==> src/rtl/icache_if.sv <==
// Fetch-side and memory-controller-side signals of the instruction cache.
// The cache takes the slave modport; the datapath/controller environment takes master.
interface icache_if;
  logic        imemREN;
  logic [31:0] imemaddr;
  logic        ihit;
  logic [31:0] imemload;
  logic        iREN;
  logic [31:0] iaddr;
  logic        iwait;
  logic [31:0] iload;

  modport slave (
    input  imemREN, imemaddr, iwait, iload,
    output ihit, imemload, iREN, iaddr
  );

  modport master (
    output imemREN, imemaddr, iwait, iload,
    input  ihit, imemload, iREN, iaddr
  );
endinterface

==> src/rtl/icache.sv <==
// Direct-mapped, one-word-per-frame instruction cache with same-cycle hits,
// single-word miss fill through the memory controller and saturating hit/miss counters.
module icache #(
  parameter int SETS  = 16,
  parameter int CNT_W = 32
) (
  input  logic             CLK,
  input  logic             nRST,
  icache_if.slave          bus,
  output logic [CNT_W-1:0] hit_cnt,
  output logic [CNT_W-1:0] miss_cnt,
  output logic             dbg_state_o
);
  localparam int IDX_W = $clog2(SETS);
  localparam int TAG_W = 30 - IDX_W;

  // Handshakes: the datapath holds imemREN/imemaddr and treats imemload as valid only
  // while ihit=1. Toward the controller iREN is the request (held with a stable iaddr),
  // and the request completes, with iload valid, in the cycle iwait=0.
  typedef enum logic {IDLE = 1'b0, FETCH = 1'b1} state_t;

  state_t             state_q, state_d;
  logic [SETS-1:0]    valid_q;
  logic [TAG_W-1:0]   tag_q  [SETS];
  logic [31:0]        word_q [SETS];
  logic [29:0]        maddr_q, maddr_d;
  logic [CNT_W-1:0]   hit_cnt_q, hit_cnt_d, miss_cnt_q, miss_cnt_d;

  logic [IDX_W-1:0]   idx, fill_idx;
  logic [TAG_W-1:0]   tag, fill_tag;
  logic               lookup_hit, fill;
  logic               unused_addr_lsb;

  assign idx             = bus.imemaddr[IDX_W+1:2];
  assign tag             = bus.imemaddr[31:IDX_W+2];
  assign fill_idx        = maddr_q[IDX_W-1:0];
  assign fill_tag        = maddr_q[29:IDX_W];
  assign unused_addr_lsb = ^bus.imemaddr[1:0];

  assign lookup_hit   = bus.imemREN & valid_q[idx] & (tag_q[idx] == tag);
  assign bus.imemload = word_q[idx];
  assign hit_cnt      = hit_cnt_q;
  assign miss_cnt     = miss_cnt_q;
  assign dbg_state_o  = (state_q == FETCH);

  always_comb begin
    state_d    = state_q;
    maddr_d    = maddr_q;
    hit_cnt_d  = hit_cnt_q;
    miss_cnt_d = miss_cnt_q;
    fill       = 1'b0;
    bus.ihit   = 1'b0;
    bus.iREN   = 1'b0;
    bus.iaddr  = '0;
    case (state_q)
      IDLE: begin
        bus.ihit = lookup_hit;
        if (lookup_hit) begin
          if (hit_cnt_q != '1) hit_cnt_d = hit_cnt_q + CNT_W'(1);
        end else if (bus.imemREN) begin
          maddr_d = bus.imemaddr[31:2];
          if (miss_cnt_q != '1) miss_cnt_d = miss_cnt_q + CNT_W'(1);
          state_d = FETCH;
        end
      end
      FETCH: begin
        // The controller is committed once asked, so the fill finishes regardless
        // of what the datapath does meanwhile.
        bus.iREN  = 1'b1;
        bus.iaddr = {maddr_q, 2'b00};
        if (!bus.iwait) begin
          fill    = 1'b1;
          state_d = IDLE;
        end
      end
      default: state_d = IDLE;
    endcase
  end

  always_ff @(posedge CLK) begin
    if (!nRST) begin
      state_q    <= IDLE;
      valid_q    <= '0;
      maddr_q    <= '0;
      hit_cnt_q  <= '0;
      miss_cnt_q <= '0;
    end else begin
      state_q    <= state_d;
      maddr_q    <= maddr_d;
      hit_cnt_q  <= hit_cnt_d;
      miss_cnt_q <= miss_cnt_d;
      if (fill) valid_q[fill_idx] <= 1'b1;
    end
  end

  always_ff @(posedge CLK) begin
    if (fill && nRST) begin
      tag_q[fill_idx]  <= fill_tag;
      word_q[fill_idx] <= bus.iload;
    end
  end
endmodule

==> src/flat_wrapper.sv <==
// flat-port wrapper written by rule: the top's interface ports become plain ports
module icache_flat 
#(
  parameter int SETS  = 16,
  parameter int CNT_W = 32
)
  (CLK, nRST, hit_cnt, miss_cnt, dbg_state_o, bus_imemREN, bus_imemaddr, bus_iwait, bus_iload, bus_ihit, bus_imemload, bus_iREN, bus_iaddr);
  icache_if bus_i ();
  input  logic CLK;
  input  logic nRST;
  output logic [CNT_W-1:0] hit_cnt;
  output logic [CNT_W-1:0] miss_cnt;
  output logic dbg_state_o;
  input wire logic [$bits(bus_i.imemREN)-1:0] bus_imemREN;
  input wire logic [$bits(bus_i.imemaddr)-1:0] bus_imemaddr;
  input wire logic [$bits(bus_i.iwait)-1:0] bus_iwait;
  input wire logic [$bits(bus_i.iload)-1:0] bus_iload;
  output wire logic [$bits(bus_i.ihit)-1:0] bus_ihit;
  output wire logic [$bits(bus_i.imemload)-1:0] bus_imemload;
  output wire logic [$bits(bus_i.iREN)-1:0] bus_iREN;
  output wire logic [$bits(bus_i.iaddr)-1:0] bus_iaddr;
  assign bus_i.imemREN = bus_imemREN;
  assign bus_i.imemaddr = bus_imemaddr;
  assign bus_i.iwait = bus_iwait;
  assign bus_i.iload = bus_iload;
  assign bus_ihit = bus_i.ihit;
  assign bus_imemload = bus_i.imemload;
  assign bus_iREN = bus_i.iREN;
  assign bus_iaddr = bus_i.iaddr;
  icache #(.SETS(SETS), .CNT_W(CNT_W)) u_core (.CLK(CLK), .nRST(nRST), .bus(bus_i), .hit_cnt(hit_cnt), .miss_cnt(miss_cnt), .dbg_state_o(dbg_state_o));
endmodule
==> config.mk <==
export PLATFORM = sky130hd
export DESIGN_NAME = icache_flat
export DESIGN_NICKNAME = d
export VERILOG_FILES = /design/src/rtl/icache_if.sv /design/src/rtl/icache.sv /design/src/flat_wrapper.sv
export SDC_FILE = /design/constraint.sdc
export NUM_CORES = 1
export LEC_CHECK = 0
export ABC_CLOCK_PERIOD_IN_PS = 7000
export CELL_PAD_IN_SITES_DETAIL_PLACEMENT = 1
export CELL_PAD_IN_SITES_GLOBAL_PLACEMENT = 1
export CORE_MARGIN = 4
export CORE_UTILIZATION = 47
export DETAILED_ROUTE_END_ITERATION = 6
export HOLD_SLACK_MARGIN = 0.08
export PLACE_DENSITY = 0.77
export SLEW_MARGIN = 20
export SYNTH_ARGS = -nofsm -noshare
export SYNTH_HDL_FRONTEND = slang
export SYNTH_SLANG_ARGS = --single-unit
==> constraint.sdc <==
create_clock -name CLK -period 7 [get_ports CLK]
set_input_delay 1.75 -clock CLK [delete_from_list [all_inputs] [get_ports CLK]]
set_output_delay 1.75 -clock CLK [all_outputs]
set_load 0.1 [all_outputs]
# ---- Yosys cells after proc, flatten, opt, wreduce, memory -nomap -nowiden
# Memory sizes are Yosys's and may differ from the RTL's.
# Cells that the tools add are included.
dict set report op_classes {
  n_eq_ne 3
  multipliers 0
  div_mod_pow 0
  reduce_logical 5
  mux 15
  n_lt_le_gt_ge 3
  n_addsub 2
  bitwise 5
  n_shift 0
}
# cell count
set ops {}
lappend ops {{32-bit by 1-bit adder with 32-bit output, second input constant} 2}
lappend ops {{32-bit != test, second input constant} 2}
lappend ops {{32-bit 2-to-1 mux} 1}
lappend ops {{26-bit equality test} 1}
lappend ops {{16-bit OR} 1}
lappend ops {{1-bit 2-to-1 mux} 11}
lappend ops {{4-bit by 5-bit less-than comparator with 1-bit output, second input constant} 2}
lappend ops {{3-bit AND reduction} 2}
lappend ops {{1-bit binary-select mux with 4-bit select} 1}
lappend ops {{1-bit demux with 4-bit select} 1}
lappend ops {{4-bit by 1-bit >= comparator with 1-bit output, second input constant} 1}
lappend ops {{4-bit AND reduction} 1}
lappend ops {{1-bit bitwise AND} 2}
lappend ops {{1-bit logical AND} 2}
lappend ops {{1-bit inverter} 2}
lappend ops {{1-bit one-hot mux with 2 select lines} 1}
dict set report totals {
  mem_count 2
  rom_bits 0
  inputBits 68
  output_inout_bits 131
  ff_bits 111
  ram_bits 928
  latch_bits 0
}
# name depth word_bits read_ports rd_clocked_by_memory_dff wr line
set mem_list {}
lappend mem_list {u_core.word_q 16 32 1 0 1 icache.sv:25} ;# logic [31:0] word_q [SETS];
lappend mem_list {u_core.tag_q 16 26 1 0 1 icache.sv:24} ;# logic [TAG_W-1:0] tag_q [SETS];

# ---- Logic depth before layout (Yosys ltp)
# Gate-level depths: netlist of the first run.
dict set report logic_depth {
  ltp_word 6
  depth_mapped 15
}

# ---- Worst setup path before layout of the first run
# Ideal clock, no wire load.
dict set report synth_timing {
  path_kind {input to output}
  start {input bus_imemaddr[2]}
  end {output bus_ihit}
  path_slack_ps -210
  required_ps 5250
  path_buffers 3
  arrival_time_ps 5460
  cell_stages 11
  path_cell_list {buf_4 buf_6 buf_6 mux4_2 a221oi_1 xor2_1 nand3b_1 a2111oi_0 nand4_1 or4_1 nor2_1}
}
dict set report synth_between {
  elab_chain_len 5
  elab_cells_between_ends 7
  cone_classes {eq/ne: 1; mux: 3; bitwise: 2; memory: 1}
}
# item line
set synth_lines {}
lappend synth_lines {{start: declaration} flat_wrapper.sv:15} ;# input wire logic [$bits(bus_i.imemaddr)-1:0] bus_imemaddr;
lappend synth_lines {{parallel branches: the longest is 3 deep, another holds memory 16 x 26 bit} --}
lappend synth_lines {{1-bit bitwise AND (*)} icache.sv:40} ;# assign lookup_hit = bus.imemREN & valid_q[idx] & (tag_q[idx] == tag);
lappend synth_lines {{1-bit 2-to-1 mux (*)} icache.sv:55} ;# case (state_q)
lappend synth_lines {{end: declaration} flat_wrapper.sv:18} ;# output wire logic [$bits(bus_i.ihit)-1:0] bus_ihit;
# Mark *: on every way between the ends. The select of a mux whose other input is x is not followed.

# ---- Worst setup path in the final report of the first run
dict set report layout_timing {
  start {input bus_imemaddr[4]}
  end {output bus_ihit}
}
# Same word-level chain as after synthesis.

==> results.json, run 1 <==
{
  "status": "finished clean",
  "crit_type": "in -> out",
  "worstSetupStartpoint": "bus_imemaddr[4]",
  "finalSetupViolCount": 0,
  "layout_commonest_cell": "edfxtp_1",
  "finalCritPeriodShare_pct": 97.9,
  "final_util_pct": 55.4,
  "crit_required_ns": 5.25,
  "wl_mm": 109,
  "rsz0062_at_grt": "false",
  "clock_path_buffers": 3,
  "synth_cells": 2165,
  "finalHoldViolCount": 0,
  "ys_types": 70,
  "m1WireLength_mm": 43.0,
  "max_clock_freq_mhz": 146,
  "slew_headroom_pct": 26.3,
  "skew_ns": 0.0337,
  "yosysSeqAreaShare_pct": 73.2,
  "nNetsFinal": 2483,
  "seqCellArea_um2": 30100,
  "wl_met3_mm": 7.63,
  "worstPathMaxFanout": 34,
  "antenna_found_initial": 6,
  "numCtsBuffers": 103,
  "n_fill_cell": 7679,
  "vias_per_cell": 6.12,
  "hold_path.startpoint": "u_core.valid_q[4]$_SDFFE_PN0P_",
  "insertion_delay_ns": 0.68,
  "root_buffer": "clkbuf_16",
  "endpoint_kind": "primary output",
  "grt_pass1_wl_mm": 162,
  "overflow": 0,
  "post_drt_wl_per_cell_um": 29.9,
  "postSynthAreaPerCell_um2": 19.0,
  "routabilityCongestion": 0.867,
  "vdd_ir_drop_max_uv": 219,
  "firstDrtPassIters": 5,
  "grt_max_degree": 85,
  "fin_ws_ns": 0.144,
  "start_kind": "primary input",
  "die_w_um": 304,
  "synth_edf_count": 928,
  "p_leak_nw": 15.8,
  "max-cap-violations": 0,
  "worstHoldPathType": "reg -> reg",
  "routed.top_layer": "met5",
  "arrival_ns": 5.11,
  "drc": 0,
  "cts_sinks": 1039,
  "layout_common_cells": "edfxtp_1, mux4_2, clkdlybuf4s50_1",
  "design.core.area_um2": 86800,
  "clk_pin_slew_worst_paths_ns": 0.06,
  "place_ws_ns": 0.173,
  "dieArea_um2": 92300,
  "r2r_start": "u_core.tag_q[13][5]$_DFFE_PP_",
  "ys_async_sr_fraction_pct": 0,
  "drv_slew": 0,
  "area_delta_synth_final_pct": 16.9,
  "ys_ff_latch": 1039,
  "htreeDepth": 3,
  "track_usage_pct": 23.4,
  "start_util_pct": 47.4,
  "vias": 22400,
  "fp.dieH_um": 304,
  "holdBufCountCts": 0,
  "drt_iter0_markers": 2251,
  "pwr_density_cell_nw_per_um2": 274,
  "met2RoutedLength_mm": 56.2,
  "hpwl_mm": 62.3,
  "io_buffers": 194,
  "tightestPinTransition_ns": 1.10,
  "drtAntennaViolNets": 0,
  "fin_crit_ns": 6.86,
  "cts_tree": "yes",
  "yosys_most_used_dff": "edfxtp_1",
  "num_rows": 108,
  "tns_ns": 0,
  "io_pins": 199,
  "multi_input_area_um2": 10400,
  "yosysWarnings": 0,
  "drive_above_1_share_pct": 22.0,
  "synth_area_um2": 41100,
  "grt_pass1_vias": 24000
}
-- kinds of logic after synthesis --
| logic type | synth area share [%] |
|---|---|
| AOI/OAI and AO/OA | 3.44 |
| DFF | 73.2 |
| adders and majority gates | 0.0608 |
| buffers and inverters | 1.74 |
| and+or+nand+nor | 5.24 |
| muxes | 15.8 |
| other | 0.00912 |
| xor gates and xnor gates | 0.554 |
-- report_power, final --
group	leakage [nW]	internal [mW]	switching, mW
combinational	4.59	0.291	0.550
sequential	9.55	6.78	0.0616
clock	1.64	3.14	2.36
-- timing repair --
item                                    in CTS  in global routing
setup buffers                                0                  0
gates resized for setup                      0                  1
endpoints found under the setup margin       0                  1
-- final timing paths --
path         depth (start not counted)                              end  slack (ns)
max                                 11                         bus_ihit        0.14
min reg2reg                          1   u_core.valid_q[4]$_SDFFE_PN0P_        0.46
max reg2reg                         12  u_core.hit_cnt[18]$_SDFFE_PN0P_        3.22
min                                  1   u_core.valid_q[4]$_SDFFE_PN0P_        0.46
-- metal layers --
layer	track usage [%]	vias up
met1	31.0	11900
li1	-	9379
met4	5.68	2
met2	40.5	944
met5	0	-
met3	4.37	173
-- layout make-up --
class	count	share of cell area, %
Clock buffer	125	5.64
Tap cell	1155	3.01
Clock inverter	65	1.39
Timing Repair Buffer	268	5.48
Multi-Input combinational cell	981	21.7
Antenna cell	7	0.0364
Sequential cell	1039	62.6
Inverter	20	0.159
-- synth_stat cells (all sizes together), types with 3 or more instances --
cell	number	area, um2
mux4	247	5570
and4	7	61.3
xor2	10	87.6
edfxtp	928	27900
nand3b	4	30.0
o2111ai	3	26.3
o211a	5	50.1
nand3	58	290
and3	17	106
a22oi	10	75.1
inv	20	75.1
nor2	41	154
mux2	17	191
nor2b	11	68.8
nand4	30	194
nand4b	8	70.1
nor4	9	56.3
buf	66	414
a31oi	3	18.8
xnor2	16	140
or2	5	31.3
clkbuf	60	226
a21oi	51	255
a221oi	12	105
and2	45	282
or3	35	219
o22ai	5	31.3
o21ai	70	350
a21o	18	135
o31ai	12	104
o21a	5	37.5
mux2i	73	731
nand2b	16	100
nor3	10	50.1
o31a	4	35.0
a22o	5	43.8
nand2	82	308
or4	13	97.6
dfxtp	111	2220
-- through the flow --
step | hold slack (ns) | area [um2] | instances | total power, mW
floorplan | 0.421 | 41100 | 2166 | 7.51
global placement | 0.428 | 44700 | 3463 | 7.78
detailed placement | 0.444 | 44700 | 3463 | 7.81
CTS | 0.459 | 48100 | 3653 | 13.3
global route | 0.471 | 48100 | 3656 | 13.6
finish | 0.459 | 48100 | 3660 | 13.2
-- worst max-delay path, cell delays in order --
cell	delay [ns]
clkbuf_8	0.35
mux4_2	0.38
a22o_1	0.24
a221oi_1	0.35
xor2_1	0.36
nand3b_1	0.13
a2111oi_0	0.46
nand4_1	0.15
or4_1	0.49
nor2_2	0.17
buf_12	0.19
-- sequential cells by signal (all words and copies together), names as in the netlist --
register / count
u_core.valid_q: 16
u_core.miss_cnt: 32
u_core.hit_cnt: 32
u_core.maddr_q: 30
u_core.word_q: 512
u_core.tag_q: 416
u_core.dbg_state_o: 1
No activity file was read; power rests on OpenSTA's default activity.
==> run 2: changes to the inputs <==
--- a/config.mk
+++ b/config.mk
@@ -8,7 +8,7 @@
 export ABC_CLOCK_PERIOD_IN_PS = 7000
 export CELL_PAD_IN_SITES_DETAIL_PLACEMENT = 1
 export CELL_PAD_IN_SITES_GLOBAL_PLACEMENT = 1
-export CORE_MARGIN = 4
+export CORE_MARGIN = 5
 export CORE_UTILIZATION = 47
 export DETAILED_ROUTE_END_ITERATION = 6
 export HOLD_SLACK_MARGIN = 0.08
==> run 2 against run 1 <==
Net effect:
- worst hold slack got worse by 0.0052 ns
- sequential share of layout area decreased by 0.34 points
- largest power group unchanged
- highest routed layer unchanged
- critical path depth unchanged
- sequential power about the same
- largest cell class unchanged
- design area increased by 0.55%
- flip-flop and latch count unchanged
- cell count about the same
==> results.json, run 2 (synthesis results as in run 1) <==
{
  "drc": 0,
  "dieArea_um2": 93500,
  "fin_crit_ns": 6.85,
  "drv_slew": 0,
  "die_w_um": 306,
  "power_mw": 13.6,
  "p_leak_nw": 15.9,
  "wl_mm": 109,
  "fp.dieH_um": 306,
  "design.core.area_um2": 86800,
  "clock_path_buffers": 3,
  "tightestPinTransition_ns": 1.17,
  "ctsResizeCount": 0,
  "slew_headroom_pct": 22.0,
  "final_util_pct": 55.7,
  "slowest_stage": "mux4_2",
  "insertion_delay_ns": 0.67,
  "grt_pass1_wl_mm": 161,
  "drtAntennaViolNets": 0,
  "vias_per_cell": 6.14,
  "pwr_density_cell_nw_per_um2": 281,
  "skew_ns": 0.0378,
  "crit_family": "simple AND/OR/NAND/NOR gates",
  "numCtsBuffers": 105,
  "holdBufCountCts": 0,
  "start_util_pct": 47.4,
  "htreeDepth": 3,
  "status": "finished clean",
  "layout_commonest_cell": "edfxtp_1",
  "max_clock_freq_mhz": 146,
  "io_buffers": 194,
  "critPathBufInv": 3,
  "whs_ns": 0.453,
  "tns_ns": 0,
  "area_delta_synth_final_pct": 17.5,
  "arrival_ns": 5.10,
  "grt_pass1_vias": 24000,
  "fin_cells": 3662,
  "clk_pin_slew_worst_paths_ns": 0.06,
  "track_usage_pct": 22.9,
  "drive_above_1_share_pct": 22.5,
  "drt_iter0_markers": 2090,
  "worstHoldPathType": "reg -> reg",
  "worstPathCellList": "buf_8, buf_4, mux4_2, mux2i_1, mux2i_1, xnor2_1, nor4bb_1, nand4_1, or4_1, nor2_2, buf_12",
  "finalHoldViolCount": 0,
  "vias": 22500,
  "firstDrtPassIters": 5,
  "num_rows": 108,
  "root_buffer": "clkbuf_16",
  "cts_tree": "yes",
  "io_pins": 199,
  "rsz0062_at_grt": "false",
  "max-cap-violations": 0,
  "routabilityCongestion": 0.879,
  "crit_type": "in -> out",
  "start_kind": "primary input",
  "regMostFlops": "u_core.word_q",
  "slowest_delay_ns": 0.58,
  "endpoint_kind": "primary output",
  "cts_sinks": 1039,
  "finalCritPeriodShare_pct": 97.9,
  "vdd_ir_drop_max_uv": 247,
  "overflow": 0,
  "nNetsFinal": 2482,
  "grt_max_degree": 85,
  "layout_common_cells": "edfxtp_1, mux4_2, clkdlybuf4s50_1",
  "post_drt_wl_per_cell_um": 29.6,
  "cts_setup_buffers": 0,
  "antenna_found_initial": 6,
  "path_common_cell": "mux2i_1",
  "dp.cells": 3460,
  "finalSetupViolCount": 0,
  "worstPathMaxFanout": 23,
  "crit_required_ns": 5.25,
  "largest_register_ffs": 512,
  "hpwl_mm": 61.8,
  "largestRegisters": "u_core.word_q x512, u_core.tag_q x416"
}
run 2: cell types whose count changed in the layout (fill, tap and decap cells not counted), sizes merged:
| cell | before | now |
|---|---|---|
| inv | 22 | 21 |
| diode | 7 | 3 |
| clkinvlp | 5 | 2 |
| bufinv | 10 | 15 |
| buf | 110 | 108 |
| clkinv | 48 | 41 |
| clkbuf | 127 | 141 |
run 2: metal layers:
| layer | part of all wire (%) | global-route usage, % |
|---|---|---|
| met5 | 0.025 | 0 |
| met1 | 40 | 31.0 |
| met3 | 6.3 | 3.80 |
| met4 | 2.6 | 6.42 |
| met2 | 51 | 39.1 |
run 2: cell type report:
type | instances | area [um2]
diodes | 3 | 7.51
clock buffers | 140 | 2930
clock inverters | 59 | 772
fillers | 7675 | 38400
inverters | 20 | 76.3
multi-input cells | 981 | 10400
flip-flops and latches | 1039 | 30100
well taps | 1155 | 1450
repair buffers | 265 | 2580
run 2: power breakdown:
group          total (mW)  switching (mW)  internal, mW
logic               0.839           0.548         0.291
registers            6.84          0.0606          6.78
clock network        5.90            2.38          3.51
run 2: final timing paths:
| path | end | startpoint | depth (start not counted) | slack [ns] |
|---|---|---|---|---|
| min | u_core.valid_q[6]$_SDFFE_PN0P_ | u_core.valid_q[6]$_SDFFE_PN0P_ | 1 | 0.45 |
| min reg2reg | u_core.valid_q[6]$_SDFFE_PN0P_ | u_core.valid_q[6]$_SDFFE_PN0P_ | 1 | 0.45 |
| max reg2reg | u_core.hit_cnt[10]$_SDFFE_PN0P_ | u_core.tag_q[10][7]$_DFFE_PP_ | 11 | 3.23 |
| max | bus_ihit | bus_imemaddr[2] | 11 | 0.15 |
run 2: through the flow:
stage | area, um2 | setup slack, ns
floorplan | 41100 | 0.152
global placement | 44600 | 0.217
detailed placement | 44600 | 0.152
CTS | 48300 | 0.145
global route | 48300 | 0.0297
finish | 48300 | 0.150
==> run 3: changes to the inputs <==
--- a/config.mk
+++ b/config.mk
@@ -9,10 +9,10 @@
 export CELL_PAD_IN_SITES_DETAIL_PLACEMENT = 1
 export CELL_PAD_IN_SITES_GLOBAL_PLACEMENT = 1
 export CORE_MARGIN = 5
-export CORE_UTILIZATION = 47
+export CORE_UTILIZATION = 25
 export DETAILED_ROUTE_END_ITERATION = 6
 export HOLD_SLACK_MARGIN = 0.08
-export PLACE_DENSITY = 0.77
+export PLACE_DENSITY = 0.47
 export SLEW_MARGIN = 20
 export SYNTH_ARGS = -nofsm -noshare
 export SYNTH_HDL_FRONTEND = slang
==> run 3 against run 2 <==
Net effect:
- count of clock-buffer cells in the layout is 9 higher
- fmax fell by 0.59%
- cell count grew 29%
- sequential power hardly changed
- worst setup slack got worse by 0.041 ns
- via count fell by 2.9%
- register-to-register slack barely moved
- first-iteration DRC count down 30%
- non-clock buffer count is 10 higher
- clock skew down 0.012 ns
- critical path type unchanged
- largest cell class unchanged
- highest routed layer unchanged
==> results.json, run 3 (synthesis results as in run 1) <==
{
  "max-cap-violations": 0,
  "fp.dieH_um": 416,
  "tns_ns": 0,
  "drt_iter0_markers": 1468,
  "overflow": 0,
  "tightestPinTransition_ns": 1.08,
  "track_usage_pct": 13.7,
  "post_drt_wl_per_cell_um": 25.8,
  "root_buffer": "clkbuf_16",
  "wl_mm": 122,
  "arrival_ns": 5.14,
  "regMostFlops": "u_core.word_q",
  "drtAntennaViolNets": 0,
  "final_util_pct": 30.7,
  "clock_path_buffers": 3,
  "place_ws_ns": 0.0355,
  "grtUsageMet2_pct": 24.0,
  "design.core.area_um2": 163000,
  "vias_per_cell": 4.64,
  "area_delta_synth_final_pct": 21.7,
  "use_met3_pct": 2.53,
  "fin_ws_ns": 0.110,
  "n_fill_cell": 16500,
  "worstHoldPathType": "reg -> reg",
  "busiest_layer": "met2",
  "insertion_delay_ns": 0.72,
  "finalCritPeriodShare_pct": 98.4,
  "largest_register_ffs": 512,
  "layout_common_cells": "edfxtp_1, mux4_2, clkdlybuf4s50_1",
  "fin_crit_ns": 6.89,
  "die_w_um": 416,
  "start_util_pct": 25.2,
  "crit_type": "in -> out",
  "pwr_density_cell_nw_per_um2": 275,
  "status": "finished clean",
  "clk_pin_slew_worst_paths_ns": 0.06,
  "skew_ns": 0.0257,
  "met1_usage_pct": 17.7,
  "layout_commonest_cell": "edfxtp_1",
  "slew_headroom_pct": 27.4,
  "max_clock_freq_mhz": 145,
  "firstDrtPassIters": 5,
  "endpoint_kind": "primary output",
  "worstPathMaxFanout": 28,
  "p_leak_nw": 16.1,
  "drive_above_1_share_pct": 22.6,
  "grt_max_degree": 80,
  "num_rows": 148,
  "start_kind": "primary input",
  "antenna_found_initial": 16,
  "grt_pass1_vias": 23800,
  "grt_pass1_wl_mm": 174,
  "cts_sinks": 1039,
  "whs_ns": 0.448,
  "finalHoldViolCount": 0,
  "largestRegisters": "u_core.word_q x512, u_core.tag_q x416",
  "htreeDepth": 3,
  "cts_tree": "yes",
  "numCtsBuffers": 113,
  "io_pins": 199,
  "dieArea_um2": 173000,
  "io_buffers": 194,
  "drv_slew": 0,
  "vdd_ir_drop_max_uv": 187,
  "drc": 0,
  "routabilityCongestion": 0.770,
  "finalSetupViolCount": 0,
  "crit_required_ns": 5.25,
  "hpwl_mm": 70.2,
  "nNetsFinal": 2500,
  "vias": 21800
}
[run 3: cell count changes in the layout (fill, tap and decap cells not counted), moves of 2 or more]
cell	delta
clkbuf_1	+10
diode_2	+2
bufinv_16	-2
clkinv_1	+8
buf_4	-17
buf_6	+2
buf_12	+25
clkbuf_16	+9
clkinv_16	-2
clkbuf_8	-9
clkinv_2	-2
[run 3: final timing paths]
check,from,endpoint,slack (ns),depth (start not counted)
min reg2reg,u_core.valid_q[6]$_SDFFE_PN0P_,u_core.valid_q[6]$_SDFFE_PN0P_,0.45,1
max reg2reg,u_core.tag_q[9][25]$_DFFE_PP_,u_core.hit_cnt[12]$_SDFFE_PN0P_,3.23,10
min,u_core.valid_q[6]$_SDFFE_PN0P_,u_core.valid_q[6]$_SDFFE_PN0P_,0.45,1
max,bus_imemaddr[4],bus_ihit,0.11,12
[run 3: layout make-up]
class                           count  area (um2)  area share (%)
Timing Repair Buffer              275        2980            5.96
Inverter                           20        76.3           0.152
Sequential cell                  1039       30100            60.1
Antenna cell                        5        12.5          0.0250
Multi-Input combinational cell    981       10400            20.8
Clock buffer                      149        3060            6.11
Clock inverter                     63         689            1.38
Tap cell                         2175        2720            5.44
[run 3: worst max-delay path, stage by stage]
cell	delay (ns)
clkbuf_8	0.33
buf_12	0.31
mux4_2	0.55
mux2i_1	0.15
mux2i_1	0.11
xnor2_1	0.33
buf_4	0.20
nor4bb_1	0.29
nand4_1	0.11
or4_1	0.58
nor2_2	0.17
buf_12	0.19
[run 3: repair_timing]
action / in CTS / in global routing
resized for setup: 0 / 2
hold buffers: 0 / 0
setup buffers: 0 / 2
endpoints found under the setup margin: 0 / 1
[run 3: metrics by stage]
| step | cell area, um2 | power [mW] | cells |
|---|---|---|---|
| 5_1_grt | 50100 | 14.3 | 4704 |
| 4_1_cts | 50000 | 14.0 | 4700 |
| 2_1_floorplan | 41100 | 7.51 | 2166 |
| 3_5_place_dp | 46300 | 7.90 | 4488 |
| 6_report | 50100 | 13.8 | 4707 |
| 3_3_place_gp | 46300 | 7.88 | 4488 |
[run 3: where the power goes]
part	internal (mW)	switching, mW	total [mW]
Combinational	0.332	0.571	0.904
Clock	3.55	2.49	6.04
Sequential	6.78	0.0626	6.84
Total	10.7	3.12	13.8
[run 3: per-layer routing]
layer	routed length, um	vias up
met1	52500	11800
met3	4550	177
met5	48	-
li1	-	9428
met2	61900	427
met4	2480	8
